`src/rtl/pipelined_addsub.sv`:
```
// Pipelined two's-complement adder/subtractor: one SEG-bit segment per stage, carry registered between stages.
// Optional ADDER_SAT_EN adds a 'sat' input that clamps overflowing results in the final stage.
module pipelined_addsub #(
    parameter int WIDTH = 64,
    parameter int SEG   = 16
) (
    input  logic             clk,
    input  logic             reset,
    input  logic             in_valid,
    output logic             in_ready,
    input  logic [WIDTH-1:0] a,
    input  logic [WIDTH-1:0] b,
    input  logic             c_in,
    input  logic             sub,
`ifdef ADDER_SAT_EN
    input  logic             sat,
`endif
    output logic             out_valid,
    input  logic             out_ready,
    output logic [WIDTH-1:0] sum,
    output logic             c_out,
    output logic             overflow,
    output logic             zero
);
    localparam int STAGES = WIDTH / SEG;
    localparam int LAST   = STAGES - 1;

    function automatic logic [WIDTH-1:0] put_seg(input logic [WIDTH-1:0] s,
                                                 input logic [SEG-1:0]   v,
                                                 input int               k);
        logic [WIDTH-1:0] r;
        r = s;
        r[k*SEG +: SEG] = v;
        return r;
    endfunction

    logic                         advance;
    logic [STAGES-1:0][WIDTH-1:0] a_in, b_in, s_in, s_d;
    logic [STAGES-1:0][WIDTH-1:0] a_q, b_q, s_q;
    logic [STAGES-1:0][SEG:0]     seg_w;
    logic [STAGES-1:0]            cy_in, v_in, sat_in, cy_d;
    logic [STAGES-1:0]            cy_q, v_q, sat_q;
    logic [WIDTH-1:0]             raw_sum, fin_sum;
    logic                         c_msb, cout_d, ovf_d, zero_d;
    logic                         cout_q, ovf_q, zero_q;
    logic                         unused_bits;

    assign advance  = !v_q[LAST] || out_ready;
    assign in_ready = advance;

    genvar k;
    generate
        for (k = 0; k < STAGES; k++) begin : g_stage
            if (k == 0) begin : g_head
                assign a_in[0]  = a;
                assign b_in[0]  = sub ? ~b : b;
                assign cy_in[0] = sub | c_in;
                assign v_in[0]  = in_valid;
                assign s_in[0]  = '0;
`ifdef ADDER_SAT_EN
                assign sat_in[0] = sat;
`else
                assign sat_in[0] = 1'b0;
`endif
            end else begin : g_body
                assign a_in[k]   = a_q[k-1];
                assign b_in[k]   = b_q[k-1];
                assign cy_in[k]  = cy_q[k-1];
                assign v_in[k]   = v_q[k-1];
                assign s_in[k]   = s_q[k-1];
                assign sat_in[k] = sat_q[k-1];
            end

            assign seg_w[k] = {1'b0, a_in[k][k*SEG +: SEG]} + {1'b0, b_in[k][k*SEG +: SEG]}
                            + {{SEG{1'b0}}, cy_in[k]};
            assign cy_d[k]  = seg_w[k][SEG];

            if (k == LAST) begin : g_tail
                assign s_d[k] = fin_sum;
            end else begin : g_mid
                assign s_d[k] = put_seg(s_in[k], seg_w[k][SEG-1:0], k);
            end
        end
    endgenerate

    // Carry into the MSB is recovered from the MSB sum bit and its two operand bits.
    assign raw_sum = put_seg(s_in[LAST], seg_w[LAST][SEG-1:0], LAST);
    assign c_msb   = seg_w[LAST][SEG-1] ^ a_in[LAST][WIDTH-1] ^ b_in[LAST][WIDTH-1];
    assign cout_d  = seg_w[LAST][SEG];
    assign ovf_d   = c_msb ^ cout_d;

    always_comb begin
        fin_sum = raw_sum;
        if (sat_in[LAST] && ovf_d) begin
            fin_sum = a_in[LAST][WIDTH-1] ? {1'b1, {(WIDTH-1){1'b0}}}
                                          : {1'b0, {(WIDTH-1){1'b1}}};
        end
    end

    assign zero_d = (fin_sum == '0);

    always_ff @(posedge clk) begin
        if (reset) begin
            a_q    <= '0;
            b_q    <= '0;
            s_q    <= '0;
            cy_q   <= '0;
            v_q    <= '0;
            sat_q  <= '0;
            cout_q <= 1'b0;
            ovf_q  <= 1'b0;
            zero_q <= 1'b0;
        end else if (advance) begin
            a_q    <= a_in;
            b_q    <= b_in;
            s_q    <= s_d;
            cy_q   <= cy_d;
            v_q    <= v_in;
            sat_q  <= sat_in;
            cout_q <= cout_d;
            ovf_q  <= ovf_d;
            zero_q <= zero_d;
        end
    end

    // Final-stage operand copies feed nothing; synthesis trims them.
    assign unused_bits = ^{a_q[LAST], b_q[LAST], cy_q[LAST], sat_q[LAST]};

    assign out_valid = v_q[LAST];
    assign sum       = s_q[LAST];
    assign c_out     = cout_q;
    assign overflow  = ovf_q;
    assign zero      = zero_q;
endmodule

```
`config.mk`:
```
export PLATFORM = sky130hd
export DESIGN_NAME = pipelined_addsub
export DESIGN_NICKNAME = d
export VERILOG_FILES = /design/src/rtl/pipelined_addsub.sv
export SDC_FILE = /design/constraint.sdc
export NUM_CORES = 1
export LEC_CHECK = 0
export ABC_CLOCK_PERIOD_IN_PS = 5100
export BUFFER_PORTS_ARGS = -buffer_cell sky130_fd_sc_hd__buf_2
export CORE_ASPECT_RATIO = 0.7
export CORE_MARGIN = 8
export CORE_UTILIZATION = 58
export CTS_CLUSTER_SIZE = 14
export DETAILED_ROUTE_END_ITERATION = 12
export GPL_ROUTABILITY_DRIVEN = 0
export MAX_ROUTING_LAYER = met4
export PLACE_DENSITY_LB_ADDON = 0.3
export SYNTH_ARGS = -nofsm -noshare
export SYNTH_HDL_FRONTEND = slang
export SYNTH_SLANG_ARGS = --single-unit
```
`constraint.sdc`:
```
create_clock -name clk -period 5.1 [get_ports clk]
set_input_delay 0.765 -clock clk [delete_from_list [all_inputs] [get_ports clk]]
set_output_delay 0.765 -clock clk [all_outputs]
set_load 0.03 [all_outputs]
```
Word level (Yosys, flattened, before mapping)
Index checks and enable logic that the tools add are counted.
{"block": "word_totals", "register_bits": 554, "word_cells": 32}
{"block": "classes", "n_addsub": 8, "n_mux": 1, "bitwise_logic": 5, "reduce_logical": 3}
{"cell": "$add 16x16->17", "n": 4}
{"cell": "$add 17x1->17", "n": 4}
{"cell": "$logic_not 64->1", "n": 1}
{"cell": "$mux 64", "n": 1}
{"cell": "$not 64->64", "n": 1}
{"cell": "$xor 1x1->1", "n": 3}
{"cell": "$logic_not 1->1", "n": 1}
{"cell": "$logic_or 1x1->1", "n": 1}
{"cell": "$or 1x1->1", "n": 1}

Depth between registers and ports, before layout
Gate-level depths: netlist (run 1).
{"block": "logic_depth", "word_depth": 5, "mapped_depth": 13}

Least setup slack after synthesis (run 1)
Ideal clock, no wire load.
{"block": "synth_path", "kind": "input -> register", "startpoint": "in sub", "endpoint": "reg s_q, in the netlist s_d[78]", "arrival_time_ns": 3.792, "required_time_ns": 5.013, "slack_ns": 1.221, "stages": 13, "n_path_buf": 2, "cell_sequence": "clkbuf_1 > clkbuf_1 > xnor2_1 > fa_1 > fa_1 > nor2b_1 > o21bai_1 > a21oi_1 > nor2_1 > o211ai_1 > nand4_1 > and3_1 > o31ai_1"}
{"block": "synth_via", "elab_chain_cells": 3}
{"element": "start, declared", "line": "14", "text": "input logic sub,"}
{"element": "$mux 64", "line": "56", "text": "assign b_in[0] = sub ? ~b : b;"}
{"element": "$add 16x16->17", "line": "74", "text": "assign seg_w[k] = {1'b0, a_in[k][k*SEG +: SEG]} + {1'b0, b_in[k][k*SEG +: SEG]}"}
{"element": "$add 17x1->17 *", "line": "75", "text": "+ {{SEG{1'b0}}, cy_in[k]};"}
{"element": "end signal, assigned", "line": "106", "text": "s_q <= '0;"}
{"element": "end signal, assigned", "line": "116", "text": "s_q <= s_d;"}
{"element": "end, declared", "line": "39", "text": "logic [STAGES-1:0][WIDTH-1:0] a_q, b_q, s_q;"}
Every way passes the cells marked *; elsewhere a longest branch is shown, timed or not.
A chain may end at the register's enable or synchronous reset.

Worst setup path in the final report (run 1)
{"block": "layout_path", "startpoint": "reg cy_q[0]", "endpoint": "reg s_q, in the netlist s_d[158]"}
{"block": "layout_via", "elab_chain_cells": 1}
{"element": "start, declared", "line": "42", "text": "logic [STAGES-1:0] cy_q, v_q, sat_q;"}
{"element": "start signal, assigned", "line": "117", "text": "cy_q <= cy_d;"}
{"element": "$add 17x1->17", "line": "75"}
No other way between the ends.

==> results of run 1 <==
state kept, by name, indices dropped and copies added (netlist names):
name,count
a_in,96
b_in,96
sum,64
raw_sum,48
s_d,48
v_q,4
cy_q,3
c_out,1
overflow,1
zero,1
Yosys cell counts, types with 5 or more instances:
| library cell | n |
|---|---|
| nand2_1 | 579 |
| dfxtp_1 | 362 |
| a21oi_1 | 314 |
| clkbuf_1 | 115 |
| nor2_1 | 104 |
| xnor2_1 | 74 |
| a211oi_1 | 65 |
| ha_1 | 60 |
| o21ai_0 | 32 |
| xor2_1 | 31 |
| inv_1 | 29 |
| nor3_1 | 20 |
| o21a_1 | 15 |
| buf_1 | 13 |
| nor4_1 | 13 |
| nand3_1 | 12 |
| a21o_1 | 11 |
| fa_1 | 8 |
| or3_1 | 8 |
| nand4_1 | 7 |
| nor2b_1 | 7 |
| o21bai_1 | 7 |
| o211ai_1 | 6 |
| o31ai_1 | 6 |
| and3_1 | 5 |
metrics by stage:
step / utilization / worst slack (ps) / hold WS [ps] / power [µW] / instances
floorplan: - / 1220 / 425 / 3730 / 1961
global placement: 0.630 / 1680 / 437 / 3960 / 2404
detailed placement: 0.630 / 1610 / 441 / 3980 / 2404
CTS: 0.671 / 1950 / 444 / 6470 / 2462
global route: 0.671 / 1740 / 465 / 6690 / 2462
finish: 0.671 / 1950 / 445 / 6420 / 2462
power by group:
part | internal [µW] | switching [µW] | leakage (µW)
sequential | 3020 | 116 | 0.00298
clock | 1420 | 1070 | 0.000546
combinational | 329 | 465 | 0.00398
final timing paths:
path              cells past startpoint  slack [ps]        end
hold reg to reg                       2         450  a_in[178]
setup / recovery                     12        1950   s_d[158]
setup reg to reg                     12        1950   s_d[158]
hold / removal                        2         450  a_in[178]
worst reg2reg max path, stage by stage (launching register included):
cell and delay, ps:
dfxtp_1 310, inv_1 90, fa_1 210, inv_1 60, fa_1 400, a21o_1 180, a21oi_1 290, o21ai_1 130
a41o_1 300, a311oi_2 330, o21ai_1 180, nor4b_1 190, a311o_1 370
metal layers:
layer,wire (µm),track usage,part of all wire,vias up
met5,0,-,0,-
met4,976,0.0702,0.025,0
met3,2310,0.0414,0.059,69
met2,17800,0.371,0.45,335
met1,18100,0.312,0.46,6348
li1,-,-,-,6829
kinds of logic after synthesis:
| logic type | synth area share |
|---|---|
| buf+inv | 0.0378 |
| flops | 0.461 |
| simple gates | 0.199 |
| compound gates | 0.185 |
| fa+ha+maj | 0.0580 |
| xor+xnor | 0.0585 |
area by class of cell:
| class | count | area [µm²] |
|---|---|---|
| sequential | 362 | 7250 |
| clock inverter | 10 | 52.6 |
| inverter | 30 | 120 |
| tap | 364 | 455 |
| fill | 2290 | 8760 |
| timing repair buffer | 207 | 1100 |
| multi-input combinational | 1441 | 7880 |
| clock buffer | 48 | 1040 |
==> results.md, run 1 <==
* Worst r2r src: cy_q[0]
* DR WL/cell at 15.9 µm
* Max Cap Viol at 0
* Synthesized area per cell at 8.01 µm²
* Clock sink total at 362
* Mapped Cells at 1961
* Number of global-route vias before repair at 13.0k
* Outcome: finished clean
* Crit Path Category: reg2reg
* Cell Area, Synth at 15700 µm²
* Largest net degree at the start of global routing at 239
* Hold_buf cts at 0
* Layout cells sized above 1 at 0.130
* Rows at 50
* Die ar. at 32700 µm²
* IO Pins at 203
* GRT Resource Usage Total at 0.237
* Resize count post-CTS at 0
* Starting Density at 0.589
* CTS root buffer: clkbuf_16
* Antenna violations before repair at 0
* CORE AREA at 26700 µm²
* Slowest stage cell, crit path: fa_1
* Vias post-DR at 13.6k
* Final setup viols at 0
* H-tree levels at 2
* Chip Width at 213 µm
* Post-CTS Setup Inserts at 0
* Final HPWL DP at 26.3 mm
* Fin. Hold Viols at 0
* Total Neg Setup Slack at 0 ps
* Clk_skew at 21.2 ps
* Main synth FF type: dfxtp_1
* Biggest area consumer among synthesized cells: dfxtp_1
* Worst IR Drop VDD at 0.229 mV
* Post-synthesis sequential area ratio at 0.461
* Relative slew slack at 0.191
* Crit path DAT at 3550 ps
* Length of the first detailed-routing pass in iterations at 5
* Antenna Cells at 0
* PD cells at 359 nW/µm²
* HP Class: reg2reg
* Max incr delay on CP at 400 ps
* Required @ worst endpoint at 5510 ps
* Distinct cells, synth at 65
* Crit path max fanout at 3
* Pleak at 0.00750 µW
* Syn Nets at 2163
* EDFF count, synth at 0
* I/O Buffers at 202
* Slew at the pin closest to its max-slew limit at 1210 ps
* Period Utilization, post-route at 0.617
* CP Cell Sequence: inv_1 > fa_1 > inv_1 > fa_1 > a21o_1 > a21oi_1 > o21ai_1 > a41o_1 > a311oi_2 > o21ai_1 > nor4b_1 > a311o_1
* Drt first-iter violations at 1066
* Die H at 154 µm
* Area growth, synth to finish at 13.9%
* Post-route ant nets at 0
* Commonest cells after routing, fill and taps aside: nand2_1, dfxtp_1, a21oi_1, buf_2, nor2_1
* Min-delay src: a_in[114]
* CTS tree: done
* Clock period minus final worst setup slack at 3150 ps
* CP top delay family: compound AO/OA/AOI/OAI gates
* Global route overflow at 0
* Crit path launch: cy_q[0]
* CTS Buffer Depth at 3
* CP endpoint kind: flop
* DRC Markers at 0
* Vias per inst at 5.52
* Fin area at 17900 µm²
* Yosys warns at 0
* Total CTS buffers at 35
* RSZ-0062 raised after global routing: no
* Post-synth ARST share at 0
* Leading cell type in the layout, fill and taps excluded: nand2_1
* Final Max Tran Viols at 0
* Clock slew at reported path FFs at 60 ps
* Buf/Inv on CP at 2
* Synth Register Bits at 362
* DRT Wirelength at 39.1 mm
* Share of the synthesized area in the top cell type at 0.461
* FMAX at 318 MHz
* Placed instance area at 16800 µm²
* Clock Latency Late Sink at 530 ps
* CP Launch Type: flop
* Most area-consuming cells after synthesis: dfxtp_1, nand2_1, a21oi_1, ha_1, xnor2_1
* First-pass GRT wire length at 63.8 mm
* NumNets Final at 2279
Power figures use the tool's default switching activity.
==> inputs of run 2 (changes only) <==
ABC_CLOCK_PERIOD_IN_PS = 3110   (was 5100)
clock period = 3.11 ns   (was 5.1 ns; I/O delays follow)
==> results.md, run 2 (synthesis gave the netlist of run 1 again) <==
* Outcome: finished clean
* CTS root buffer: clkbuf_16
* Crit path DAT at 3270 ps (-280 ps)
* Worst r2r src: cy_q[0]
* Final HPWL DP at 26.9 mm (+2.2%)
* Crit path max fanout at 3 (unchanged)
* Hold Path Stages at 3 (+1)
* Hold_ws at 196 ps (-249 ps)
* Clock period minus final worst setup slack at 2870 ps (-274 ps)
* Crit path launch: cy_q[0]
* I/O Buffers at 202 (unchanged)
* Layout cells sized above 1 at 0.137 (+0.00665)
* Hold_buf cts at 0 (unchanged)
* Length of the first detailed-routing pass in iterations at 5 (unchanged)
* Antenna violations before repair at 1 (+1)
* Period Utilization, post-route at 0.924 (+0.307)
* Global route overflow at 0 (unchanged)
* Area growth, synth to finish at 15.4%
* Number of global-route vias before repair at 13.0k (+0.062%)
* Max incr delay on CP at 400 ps (about the same)
* H-tree levels at 2 (unchanged)
* Pre-CTS setup slack at -85.7 ps (-1690 ps)
* Worst setup path end: s_d[158]
* Fin. Hold Viols at 0 (unchanged)
* Pleak at 0.00760 µW (+1.4%)
* DRC Markers at 0 (unchanged)
* Pwr Total at 10800 µW (+69%)
* Die H at 154 µm (unchanged)
* Final Max Tran Viols at 0 (unchanged)
* CP Launch Type: flop
* NumNets Final at 2293 (+0.61%)
* Clk_skew at 10.0 ps (-11.1 ps)
* Required @ worst endpoint at 3510 ps (-2000 ps)
* FF-to-FF setup slack at 240 ps (-1720 ps)
* Chip Width at 213 µm (unchanged)
* First-pass GRT wire length at 64.1 mm (+0.62%)
* Die ar. at 32700 µm² (unchanged)
* RSZ-0062 raised after global routing: no
* DR WL/cell at 15.7 µm (-1.1%)
* DRT Wirelength at 38.9 mm (-0.46%)
* Commonest cells after routing, fill and taps aside: nand2_1, dfxtp_1, a21oi_1, buf_2, nor2_1
* CP endpoint kind: flop
* Vias post-DR at 13.6k (+0.43%)
* CTS tree: done
* Largest net degree at the start of global routing at 175 (-27%)
* GRT Resource Usage Total at 0.239 (+0.00125)
* PD cells at 597 nW/µm² (+66%)
* Slew at the pin closest to its max-slew limit at 1170 ps (-40.3 ps)
* Clock Latency Late Sink at 510 ps (-20 ps)
* Clock slew at reported path FFs at 60 ps (about the same)
* Min-delay src: a[57]
* Worst IR Drop VDD at 0.314 mV (+37%)
* Relative slew slack at 0.215 (+0.0240)
* Max Cap Viol at 0 (unchanged)
* Starting Density at 0.589 (unchanged)
* CP top delay family: compound AO/OA/AOI/OAI gates
* Leading cell type in the layout, fill and taps excluded: nand2_1
* Total CTS buffers at 36 (+2.9%)
* Clock sink total at 362 (unchanged)
* FMAX at 348 MHz (+9.5%)
* Final setup viols at 0 (unchanged)
* CORE AREA at 26700 µm² (unchanged)
* HP Class: in2reg
* Vias per inst at 5.50 (-0.22%)
* Slowest stage cell, crit path: fa_1
* Buf/Inv on CP at 2 (unchanged)
* Drt first-iter violations at 1210 (+14%)
* Crit. path cell count at 12 (unchanged)
* Post-route ant nets at 0 (unchanged)
* Rows at 50 (unchanged)
* CP Cell Sequence: inv_1 > fa_1 > inv_1 > fa_1 > a21o_1 > a21oi_2 > o21ai_1 > a41o_1 > a311oi_2 > o21ai_1 > nor4b_1 > a311o_1
* Layout filler cell count at 2247 (-1.9%)
* Crit Path Category: reg2reg
* Worst setup margin at 237 ps (-1720 ps)
* CTS Buffer Depth at 3 (unchanged)
* R2r endpoint: s_d[158]
* Worst-case reg-to-reg path depth at 12 (unchanged)
* IO Pins at 203 (unchanged)
run 2: cell types whose count changed in the layout (fill, tap and decap cells not counted), moves of 2 or more:
cell / before / now
buf_12: 3 / 6
buf_4: 3 / 13
bufinv_16: 0 / 3
clkbuf_1: 4 / 6
clkinv_2: 9 / 4
run 2: report_power, final:
group	internal (µW)	switching [µW]	total, µW
Clock	2610	1750	4370
Combinational	553	762	1320
Sequential	4950	187	5140
run 2: what timing repair did:
action,4_1_cts,5_1_grt
buffers inserted,0,1
endpoints found under the setup margin,0,2
resized for setup,0,3
run 2: cell type report:
type | count | area, µm² | area share
Antenna cell | 1 | 2.50 | 0.000138
Sequential cell | 362 | 7250 | 0.400
Multi-Input combinational cell | 1441 | 7890 | 0.435
Tap cell | 364 | 455 | 0.0251
Inverter | 30 | 120 | 0.00662
Clock inverter | 9 | 126 | 0.00697
Clock buffer | 51 | 1060 | 0.0584
Timing Repair Buffer | 220 | 1230 | 0.0680
run 2: tightest hold or removal path: stages:
cell     delay (ps)
buf_2           100
nand2_1          50
a21oi_1          50
run 2: through the flow:
step | setup TNS (ps) | util | instance area (µm²) | cells
after detailed placement | -112 | 0.635 | 16900 | 2416
after global routing | 0 | 0.680 | 18100 | 2478
final | 0 | 0.680 | 18100 | 2478
after CTS | 0 | 0.679 | 18100 | 2476
after floorplan | 0 | - | 15700 | 1961
after global placement | 0 | 0.635 | 16900 | 2416
run 2: layer usage:
metal,wire (µm),global-route usage,vias up
met5,0,-,-
met4,631,0.0492,0
met3,2310,0.0398,50
met2,17900,0.376,357
met1,18100,0.321,6366
li1,-,-,6866
run 2: worst min-delay path by stage:
stage,end,slack [ps]
5_1_grt,a_in[101],180
3_5_place_dp,zero,440
6_report,a_in[121],200
2_1_floorplan,s_d[154],420
3_3_place_gp,zero,430
4_1_cts,a_in[121],170
==> inputs of run 3 (changes only) <==
CORE_UTILIZATION = 40   (was 58)
CTS_BUF_LIST = sky130_fd_sc_hd__clkbuf_16   (was default)
HOLD_SLACK_MARGIN = 0.1   (was default)
==> results.md, run 3 (synthesis gave the netlist of run 1 again) <==
* Outcome: finished clean
* CP endpoint kind: flop
* Clock Latency Late Sink at 520 ps (about the same)
* FMAX at 345 MHz (-0.76%)
* DRC Markers at 0 (unchanged)
* Worst-case reg-to-reg path depth at 12 (unchanged)
* Vias post-DR at 13.6k (-0.25%)
* Commonest cells after routing, fill and taps aside: nand2_1, dfxtp_1, a21oi_1, buf_2, nor2_1
* First-pass GRT wire length at 67.6 mm (+5.4%)
* CP Cell Sequence: inv_1 > fa_1 > inv_1 > fa_1 > a21o_1 > a21oi_2 > o21ai_1 > a41o_1 > a311oi_2 > o21ai_1 > nor4b_1 > a311o_1
* Slew at the pin closest to its max-slew limit at 986 ps (-187 ps)
* CTS Buffer Depth at 3 (unchanged)
* Final HPWL DP at 28.9 mm (+7.5%)
* NetSw at 2770 µW (+2.4%)
* Clk_skew at 14.8 ps (+4.75 ps)
* CTS tree: done
* Antenna violations before repair at 1 (unchanged)
* Layout filler cell count at 3869 (+72%)
* RSZ-0062 raised after global routing: no
* Final Max Tran Viols at 0 (unchanged)
* Crit path max fanout at 3 (unchanged)
* CP Launch Type: flop
* I/O Buffers at 202 (unchanged)
* Starting Density at 0.407 (-0.182)
* Max Cap Viol at 0 (unchanged)
* Crit path DAT at 3300 ps (+30 ps)
* Relative slew slack at 0.343 (+0.128)
* Clock slew at reported path FFs at 60 ps (about the same)
* Rows at 60 (+20%)
* Comb pwr share at 0.125 (+0.003)
* IO Pins at 203 (unchanged)
* DR WL/cell at 15.7 µm (about the same)
* Die H at 182 µm (+18%)
* Switching power share of the total at 0.257 (+0.00735)
* Flop pwr share at 0.477 (+0.002)
* Clock network fraction of total power at 0.398 (-0.006)
* Crit Path Category: reg2reg
* DRT Wirelength at 41.6 mm (+6.7%)
* Worst IR Drop VDD at 0.312 mV (-0.85%)
* Global route overflow at 0 (unchanged)
* Layout cells sized above 1 at 0.136 (-0.00107)
* Number of global-route vias before repair at 13.3k (+2.1%)
* HP Class: in2reg
* Required @ worst endpoint at 3510 ps (about the same)
* Hold_ws at 187 ps (-8.84 ps)
* Chip Width at 253 µm (+19%)
* Post-route ant nets at 0 (unchanged)
* Largest net degree at the start of global routing at 210 (+20%)
* GRT Resource Usage Total at 0.180 (-0.0585)
* H-tree levels at 2 (unchanged)
* Length of the first detailed-routing pass in iterations at 5 (unchanged)
* Clock sink total at 362 (unchanged)
* Vias per inst at 5.15 (-6.5%)
* Fin. Hold Viols at 0 (unchanged)
* NumNets Final at 2297 (+0.17%)
* Internal power at 7990 µW (-1.5%)
* Clock period minus final worst setup slack at 2900 ps (+21.9 ps)
* Hold Path Stages at 3 (unchanged)
* Fin area at 18300 µm² (+0.82%)
* CTS root buffer: clkbuf_16
* Area growth, synth to finish at 16.4%
* Pleak at 0.00760 µW (about the same)
* Placed instance area at 17100 µm² (+1.2%)
* Leading cell type in the layout, fill and taps excluded: nand2_1
* Period Utilization, post-route at 0.931 (+0.00703)
* Total CTS buffers at 37 (+2.8%)
* PD cells at 589 nW/µm² (-1.3%)
* CORE AREA at 38600 µm² (+45%)
* Final setup viols at 0 (unchanged)
* Slowest stage cell, crit path: fa_1
* Drt first-iter violations at 1045 (-14%)
* Max incr delay on CP at 390 ps (about the same)
* Die ar. at 46000 µm² (+41%)
==> run 3: cell count changes in the layout (fill, tap and decap cells not counted), sizes merged <==
| cell | delta |
|---|---|
| clkbuf | -14 |
| inv | +7 |
| clkinv | +4 |
| bufinv | +1 |
| clkinvlp | +1 |
| buf | +3 |
==> run 3: final timing paths <==
kind,startpoint,end,slack (ps)
worst max-delay path,cy_q[0],s_d[158],210
worst min-delay path,a[53],a_in[117],190
worst max register to register,cy_q[0],s_d[158],210
worst min register to register,sum[16],sum[16],450
==> run 3: power groups by stage <==
stage | Combinational (µW) | Clock (µW) | Sequential, µW
finish | 1340 | 4290 | 5130
detailed placement | 1340 | 0 | 5230
global placement | 1310 | 0 | 5230
CTS | 1350 | 4400 | 5130
floorplan | 866 | 0 | 5250
global route | 1500 | 4630 | 5170
==> run 3: cell type report <==
| class | instances | area, µm² | share of cell area |
|---|---|---|---|
| clock buffers | 37 | 926 | 0.0506 |
| clock inverters | 22 | 206 | 0.0113 |
| inverters | 30 | 120 | 0.00657 |
| well taps | 527 | 659 | 0.0361 |
| flip-flops and latches | 362 | 7250 | 0.396 |
| multi-input cells | 1441 | 7890 | 0.432 |
| diodes | 1 | 2.50 | 0.000137 |
| repair buffers | 223 | 1230 | 0.0673 |
==> run 3: metrics by stage <==
stage / utilization / instances / setup TNS, ps / total power (µW) / worst slack (ps)
3_3_place_gp: 0.444 / 2582 / 0 / 6540 / 70.7
5_1_grt: 0.474 / 2643 / 0 / 11300 / 9.00
3_5_place_dp: 0.444 / 2582 / -71.0 / 6570 / -57.5
2_1_floorplan: - / 1961 / 0 / 6110 / 5.49
4_1_cts: 0.473 / 2641 / 0 / 10900 / 56.3
6_report: 0.474 / 2643 / 0 / 10800 / 215
==> run 3: layer usage <==
metal  track usage  vias to the layer above  wire, µm
met2         0.279                      289     18600
met4        0.0478                        0       990
li1              -                     6874         -
met1         0.242                     6374     20100
met5             -                        -         0
met3        0.0300                       68      1900
==> run 3: repair_timing <==
item | in CTS | in global routing
endpoints found under the setup margin | 0 | 2
gates resized for setup | 0 | 3
hold buffers | 0 | 0
buffers inserted | 0 | 1
hold endpoints to repair | 0 | 0
==> run 3: critical path, delay by kind of cell, from the launching register on <==
family / cells / cell delay, ps
fa+ha+maj: 2 / 600
simple gates: 1 / 160
buf+inv: 2 / 150
flops: 1 / 290
compound gates: 7 / 1570
